===== config.mk =====
export PLATFORM = sky130hd
export DESIGN_NAME = db9md_pad_scanner
export DESIGN_NICKNAME = d
export VERILOG_FILES = /design/src/rtl/db9md_pad_scanner.sv
export SDC_FILE = /design/constraint.sdc
export NUM_CORES = 1
export LEC_CHECK = 0
export CAP_MARGIN = 20
export CORE_ASPECT_RATIO = 2
export CORE_MARGIN = 1
export CORE_UTILIZATION = 58
export CTS_CLUSTER_DIAMETER = 80
export CTS_CLUSTER_SIZE = 40
export DETAILED_ROUTE_END_ITERATION = 16
export GPL_ROUTABILITY_DRIVEN = 0
export GPL_TIMING_DRIVEN = 0
export HOLD_SLACK_MARGIN = 0.08
export PLACE_DENSITY = 0.85
export SYNTH_ARGS = -nofsm -noshare
export SYNTH_HDL_FRONTEND = slang
export SYNTH_SLANG_ARGS = --single-unit

===== constraint.sdc =====
create_clock -name clk -period 4.1 [get_ports clk]
set_input_delay 0.41 -clock clk [delete_from_list [all_inputs] [get_ports clk]]
set_output_delay 0.41 -clock clk [all_outputs]
set_load 0.1 [all_outputs]

===== src/rtl/db9md_pad_scanner.sv =====
// db9md_pad_scanner: two-pad Mega Drive 3/6-button scanner on shared DB9 pins; define DB9MD_DEGLITCH_EN for two-frame agreement commit
module db9md_pad_scanner #(
    parameter int STEP_CYCLES = 480,
    parameter int IDLE_STEPS  = 200
) (
    input  logic        clk,
    input  logic        reset,
    input  logic [5:0]  joy_in,
    output logic        joy_mdsel,
    output logic        joy_split,
    output logic [15:0] joystick1,
    output logic [15:0] joystick2,
    output logic [1:0]  pad_6btn,
    output logic        frame_stb
);
    localparam int DW = $clog2(STEP_CYCLES);
    localparam int IW = $clog2(IDLE_STEPS + 1);
    localparam logic [DW-1:0] DIV_LAST = DW'(STEP_CYCLES - 1);
    localparam logic [IW-1:0] IDLE_LOAD = IW'(IDLE_STEPS);

    typedef enum logic [1:0] {IDLE, SWITCH, SCAN} state_t;

    state_t        state;
    logic [DW-1:0] div;
    logic [IW-1:0] idle_cnt;
    logic [2:0]    phase;
    logic          pad;
    logic          commit;
    logic          commit_pad;
    logic          present;
    logic          six;
    logic [11:0]   cap;
    logic [5:0]    pressed;
    logic [13:0]   fresh;
    logic          accept;

    assign pressed = ~joy_in;
    assign fresh   = {present, present & six, present ? cap : 12'h000};

`ifdef DB9MD_DEGLITCH_EN
    logic [13:0] cand [2];
    assign accept = (fresh == cand[commit_pad]);
`else
    assign accept = 1'b1;
`endif

    // step divider, select sequencing, settled-pin capture and atomic per-pad commit
    always_ff @(posedge clk) begin
        if (reset) begin
            state      <= IDLE;
            div        <= '0;
            idle_cnt   <= IDLE_LOAD;
            phase      <= '0;
            pad        <= 1'b0;
            commit     <= 1'b0;
            commit_pad <= 1'b0;
            present    <= 1'b0;
            six        <= 1'b0;
            cap        <= '0;
            joy_mdsel  <= 1'b1;
            joy_split  <= 1'b0;
            joystick1  <= '0;
            joystick2  <= '0;
            pad_6btn   <= '0;
            frame_stb  <= 1'b0;
`ifdef DB9MD_DEGLITCH_EN
            cand[0]    <= '0;
            cand[1]    <= '0;
`endif
        end else begin
            div       <= (div == DIV_LAST) ? '0 : div + DW'(1);
            commit    <= 1'b0;
            frame_stb <= commit & commit_pad;
            if (div == '0) begin
                joy_mdsel <= (state != SCAN) | ~phase[0];
                if (state == SWITCH) joy_split <= pad;
            end
            if (div == DIV_LAST) begin
                case (state)
                    IDLE: begin
                        if (idle_cnt == IW'(1)) begin
                            state <= SWITCH;
                            pad   <= 1'b0;
                        end else begin
                            idle_cnt <= idle_cnt - IW'(1);
                        end
                    end
                    SWITCH: begin
                        state <= SCAN;
                        phase <= '0;
                    end
                    default: begin
                        phase <= phase + 3'd1;
                        case (phase)
                            3'd0: cap[5:0] <= {pressed[5], pressed[4], pressed[0], pressed[1], pressed[2], pressed[3]};
                            3'd1: begin
                                present  <= (joy_in[3:2] == 2'b00);
                                cap[7:6] <= pressed[5:4];
                            end
                            3'd5: six <= (joy_in[3:0] == 4'b0000);
                            3'd6: cap[11:8] <= six ? {pressed[0], pressed[1], pressed[2], pressed[3]} : 4'h0;
                            3'd7: begin
                                commit     <= 1'b1;
                                commit_pad <= pad;
                                if (pad) begin
                                    state    <= IDLE;
                                    idle_cnt <= IDLE_LOAD;
                                end else begin
                                    state <= SWITCH;
                                    pad   <= 1'b1;
                                end
                            end
                            default: ;
                        endcase
                    end
                endcase
            end
            if (commit) begin
                if (accept) begin
                    if (commit_pad) begin
                        joystick2   <= {4'h0, fresh[11:0]};
                        pad_6btn[1] <= fresh[12];
                    end else begin
                        joystick1   <= {4'h0, fresh[11:0]};
                        pad_6btn[0] <= fresh[12];
                    end
                end
`ifdef DB9MD_DEGLITCH_EN
                cand[commit_pad] <= fresh;
`endif
            end
        end
    end
endmodule


Word level (Yosys, flattened, before mapping):

Cells that the tools add are included.

* flip-flop bits (word level): 68
* bits of input ports: 8
* output and inout bits: 37
* logic and storage cells: 80

* $add $sub $neg: 3
* equality and inequality tests: 10
* mux-type cells: 15
* bitwise operators: 10
* reduce and logical (&&, ||, !) cells: 23

Operator list (number)
* 8-bit two-way mux: 3
* 3-bit AND reduction: 6
* 8-bit one-hot mux with 2 select lines: 1
* 12-bit two-way mux: 1
* 9-bit by 1-bit adder with 9-bit output, second input constant: 1
* 3-bit equality test, second input constant: 3
* 9-bit equality test, second input constant: 1
* 9-bit logical NOT: 1
* 8-bit by 1-bit equality test with 1-bit output, second input constant: 1
* 2-bit AND reduction: 4
* 8-bit by 1-bit subtractor with 8-bit output, second input constant: 1
* 2-bit inequality test, second input constant: 3
* 1-bit NOT: 6
* 6-bit NOT: 1
* 3-bit one-hot mux with 2 select lines: 1
* 5-bit AND reduction: 1
* 2-bit logical NOT: 2
* 4-bit logical NOT: 1
* 1-bit two-way mux: 4
* 2-bit two-way mux: 2
* 4-bit two-way mux: 1
* 2-bit one-hot mux with 2 select lines: 1
* 4-bit AND reduction: 1
* 2-bit nonzero test: 2
* 10 further kinds: 12

Logic depth before layout (Yosys ltp):

* depth in word-level cells: 4
* mapped depth: 7
* mapped depth without buffers: 6

Least setup slack after synthesis:

OpenSTA, ideal clock, no wires.

* kind: reg-to-reg
* start point: register phase[0]
* end point: register idle_cnt[3]
* library setup time: 0.116 ns
* data arrival time: 1.690 ns
* data required time: 3.984 ns
* setup slack: 2.293 ns
* cell stages (with the launch flop): 8
* buffers on the path: 1
* cells stage by stage: dfxtp_1 ha_1 ha_1 and3_1 o211ai_4 buf_6 or2b_1 a31o_2

* longest elaborated chain between the ends: 3

Ends and longest elaborated chain
* from (decl): RTL line 26 `logic [2:0] phase;`
* from (signal assigned): RTL line 93 `phase <= phase + 3'd1;`
* 3-bit equality test: RTL line 94 `case (phase)`
* 2-bit nonzero test (no source line)
* 5-bit AND reduction (no source line)
* to (signal assigned): RTL line 85 `idle_cnt <= idle_cnt - IW'(1);`
* to (decl): RTL line 25 `logic [IW-1:0] idle_cnt;`

No other way between the ends.
A chain may end at the register's enable or synchronous reset.

Worst setup path after layout:

* start point: register joystick2[0]
* end point: output joystick2[0]

RTL lines
* from (decl): RTL line 12 `output logic [15:0] joystick2,`
* from (signal assigned): RTL line 121 `joystick2 <= {4'h0, fresh[11:0]};`

No word-level cell between the ends.

==> impl_metrics.toml <==
[outcome]
status = "finished clean"

[cells_and_area]
syn_to_final_growth_pct = 21.81
antenna_cells = 0
final_nets = 422
final_core_util = 0.7447
fillers = 399
drive_gt1_frac = 0.08780
final_area_mm2 = 0.003690
multi_input_area_mm2 = 0.001490
ff_latch_area_mm2 = 0.001361

[setup_path]
slowest_delay_ps = 1140
slowest_stage = "clkdlybuf4s50_1"
cp_max_fo = 2
crit_type = "reg -> out"
cp.arrival_ps = 1840
critPathCaptureType = "output pin"
crit_path_cell_trace = "clkdlybuf4s50_1"
crit_path_start_kind = "flip-flop"
required_ps = 3690
critical_path_buf_inv_count = 1
path_delay_family = "buffers and inverters"

[clock_network]
cts_buffers = 9
post_cts_buffers = 0
htreeDepth = 3
cts_sinks = 68
clk_pin_slew_ps = 70
cts_max_path_buffers = 2
cts_tree = "done"
clock_latency_ps = 350
hold_buffers = 0
cts-root-buf = "clkbuf_8"
post_cts_resize_count = 0

[detailed_routing]
first_pass_iters = 4
via_per_inst = 5.771
wl_per_cell_um = 14.94
vias = 2695
drc = 0
drt_iter0_markers = 70
drt_wl_total_mm = 6.975
ant_nets = 0

[synth]
netlist_area_mm2 = 0.003029
synth_top_cell_by_area = "dfxtp_1"
yosysWarnings = 0
ys_types = 48
synth_top_area_frac = 0.4494
syn_inst = 351
synth_edf_count = 0
yosys-top-cells-count = "dfxtp_1 (68), a21oi_1 (43), nand3_1 (37), nand2_1 (36), nor2_1 (16)"
syn_area_per_cell_um2 = 8.630
synth.area.top_cells = "dfxtp_1 (45%), a21oi_1 (7.1%), nand3_1 (6.1%)"
ys_seq_area_frac = 0.4494
async_flop_share = 0
synth_most_common_cell = "dfxtp_1"
synth_flop_cell = "dfxtp_1"
ys_ff_latch = 68

[floorplanning]
ios = 45
die_x_um = 53.10
dieArea_mm2 = 0.005533
fp-row-count = 36
core_area_mm2 = 0.004955
fp.dieH_um = 104.2
start_util = 0.6114

[timing]
fin_ws_ps = 1854
setup_tns_ps = 0
slew_violations = 0
min_period_ps = 2246
hold_viol = 0
clock.fmax_mhz = 445.2
clock_skew_ps = 6.111
rsz0062_at_grt = "no"
max-slew-margin-rel = 0.3527
timing.final.crit_share = 0.5479
finalSetupViolations = 0
worstMarginPinSlew_ps = 968.0

[power_and_ir_drop]
seqPwrFrac = 0.511
power-per-cell-area_mw_per_mm2 = 352.3
swShare = 0.2350
power_frac_clock = 0.431
intPower_w = 0.0009943
p_sw_w = 0.0003055
peakVddDrop_v = 0.0003551
combPwrFrac = 0.058
power_leakage_nw = 1.289

[placed_design]
placed_area_mm2 = 0.003487
dp_hpwl_mm = 5.199
port-buffer-count = 36
pre_cts_ws_ps = 2005

[job]
cap_violations = 0

[global_routing]
grt.overflow.total = 0
grt_pass1_wl_mm = 11.62
grt.total_usage = 0.2854
antenna_found_initial = 0
grt_max_degree = 12
grt_pass1_vias = 2649

[worst_hold_path]
hp-class = "reg -> reg"
-- layer usage --
metal	vias to the layer above	track usage	wire length (um)
met5	-	0	0
met4	0	0.1880	310
met3	29	0.07018	228
met2	77	0.5045	3907
met1	1254	0.2690	2529
li1	1335	-	-
-- cell type report --
type | instances | area share
buffer | 30 | 0.04510
inverter | 10 | 0.01017
multi-input combinational | 250 | 0.4039
clock inverter | 4 | 0.01289
clock buffer | 12 | 0.04205
sequential | 68 | 0.3689
tap | 57 | 0.01933
timing repair buffer | 36 | 0.09766
-- power groups by stage --
stage	logic, W	registers (W)	clock network [W]
2_1_floorplan	0.0000574	0.000680	0
3_3_place_gp	0.0000737	0.000680	0
3_5_place_dp	0.0000744	0.000680	0
4_1_cts	0.0000746	0.000665	0.000563
5_1_grt	0.0000796	0.000665	0.000600
6_report	0.0000751	0.000665	0.000560
-- worst paths after layout --
| check | start | end | slack [ps] | cells after the start |
|---|---|---|---|---|
| worst max-delay path | joystick2[0]$_SDFFE_PP0P_ | joystick2[0] | 1850 | 1 |
| worst min register to register | joystick2[2]$_SDFFE_PP0P_ | joystick2[2]$_SDFFE_PP0P_ | 450 | 2 |
| worst min-delay path | joystick2[2]$_SDFFE_PP0P_ | joystick2[2]$_SDFFE_PP0P_ | 450 | 2 |
| worst max register to register | div[0]$_SDFF_PP0_ | phase[2]$_SDFFE_PP0P_ | 1950 | 6 |
-- per-stage QoR --
stage / power, W / hold WS, ps / std cells
3_3_place_gp: 0.0007536 / 443.3 / 451
5_1_grt: 0.001344 / 473.0 / 467
3_5_place_dp: 0.0007543 / 447.0 / 451
6_report: 0.001300 / 453.9 / 467
4_1_cts: 0.001302 / 456.3 / 467
2_1_floorplan: 0.0007369 / 436.5 / 358
-- logic make-up after synthesis --
kind of cell / synth area share
AOI/OAI and AO/OA: 0.1508
xor gates and xnor gates: 0.01735
adders and majority gates: 0.03718
buffers and inverters: 0.06733
DFF: 0.4494
muxes: 0.02024
other: 0.001238
and+or+nand+nor: 0.2565
-- placed cells by master (no fill, tap or decap), types with 2 or more instances in the layout --
master and instances:
clkbuf_8 11, buf_6 2, or4_1 3, nor3_1 13
and4_1 4, mux2i_1 5, a211o_1 2, or3_1 2
buf_1 3, nand3_1 37, nor4_1 4, nand3b_1 4
nor4_2 3, buf_4 9, a21o_1 2, buf_2 4
clkbuf_1 13, nor2_1 16, conb_1 8, inv_1 10
o21ai_0 8, xnor2_1 3, nand2_1 36, nand4b_1 2
a211oi_1 8, clkdlybuf4s50_1 36, a21oi_1 43, nor2b_1 4
xor2_1 3, nand4_1 3, a31oi_1 2, nand2b_1 8
a41oi_1 2, o31ai_1 2, clkinv_2 2, dfxtp_1 68
ha_1 9
-- registers in the layout (all words and copies together) (netlist names), 2 cells and up --
signal     cells
div            9
phase          3
cap           12
state          2
joystick1     12
joystick2     12
pad_6btn       2
idle_cnt       8
-- worst register-to-register path: stages (launching register included) --
cell and delay [ps]:
dfxtp_1 390, ha_1 250, nand4_1 260, nor2_1 550
buf_2 330, nand3_1 120, a21oi_1 170
(Power assumes the default switching activity.)
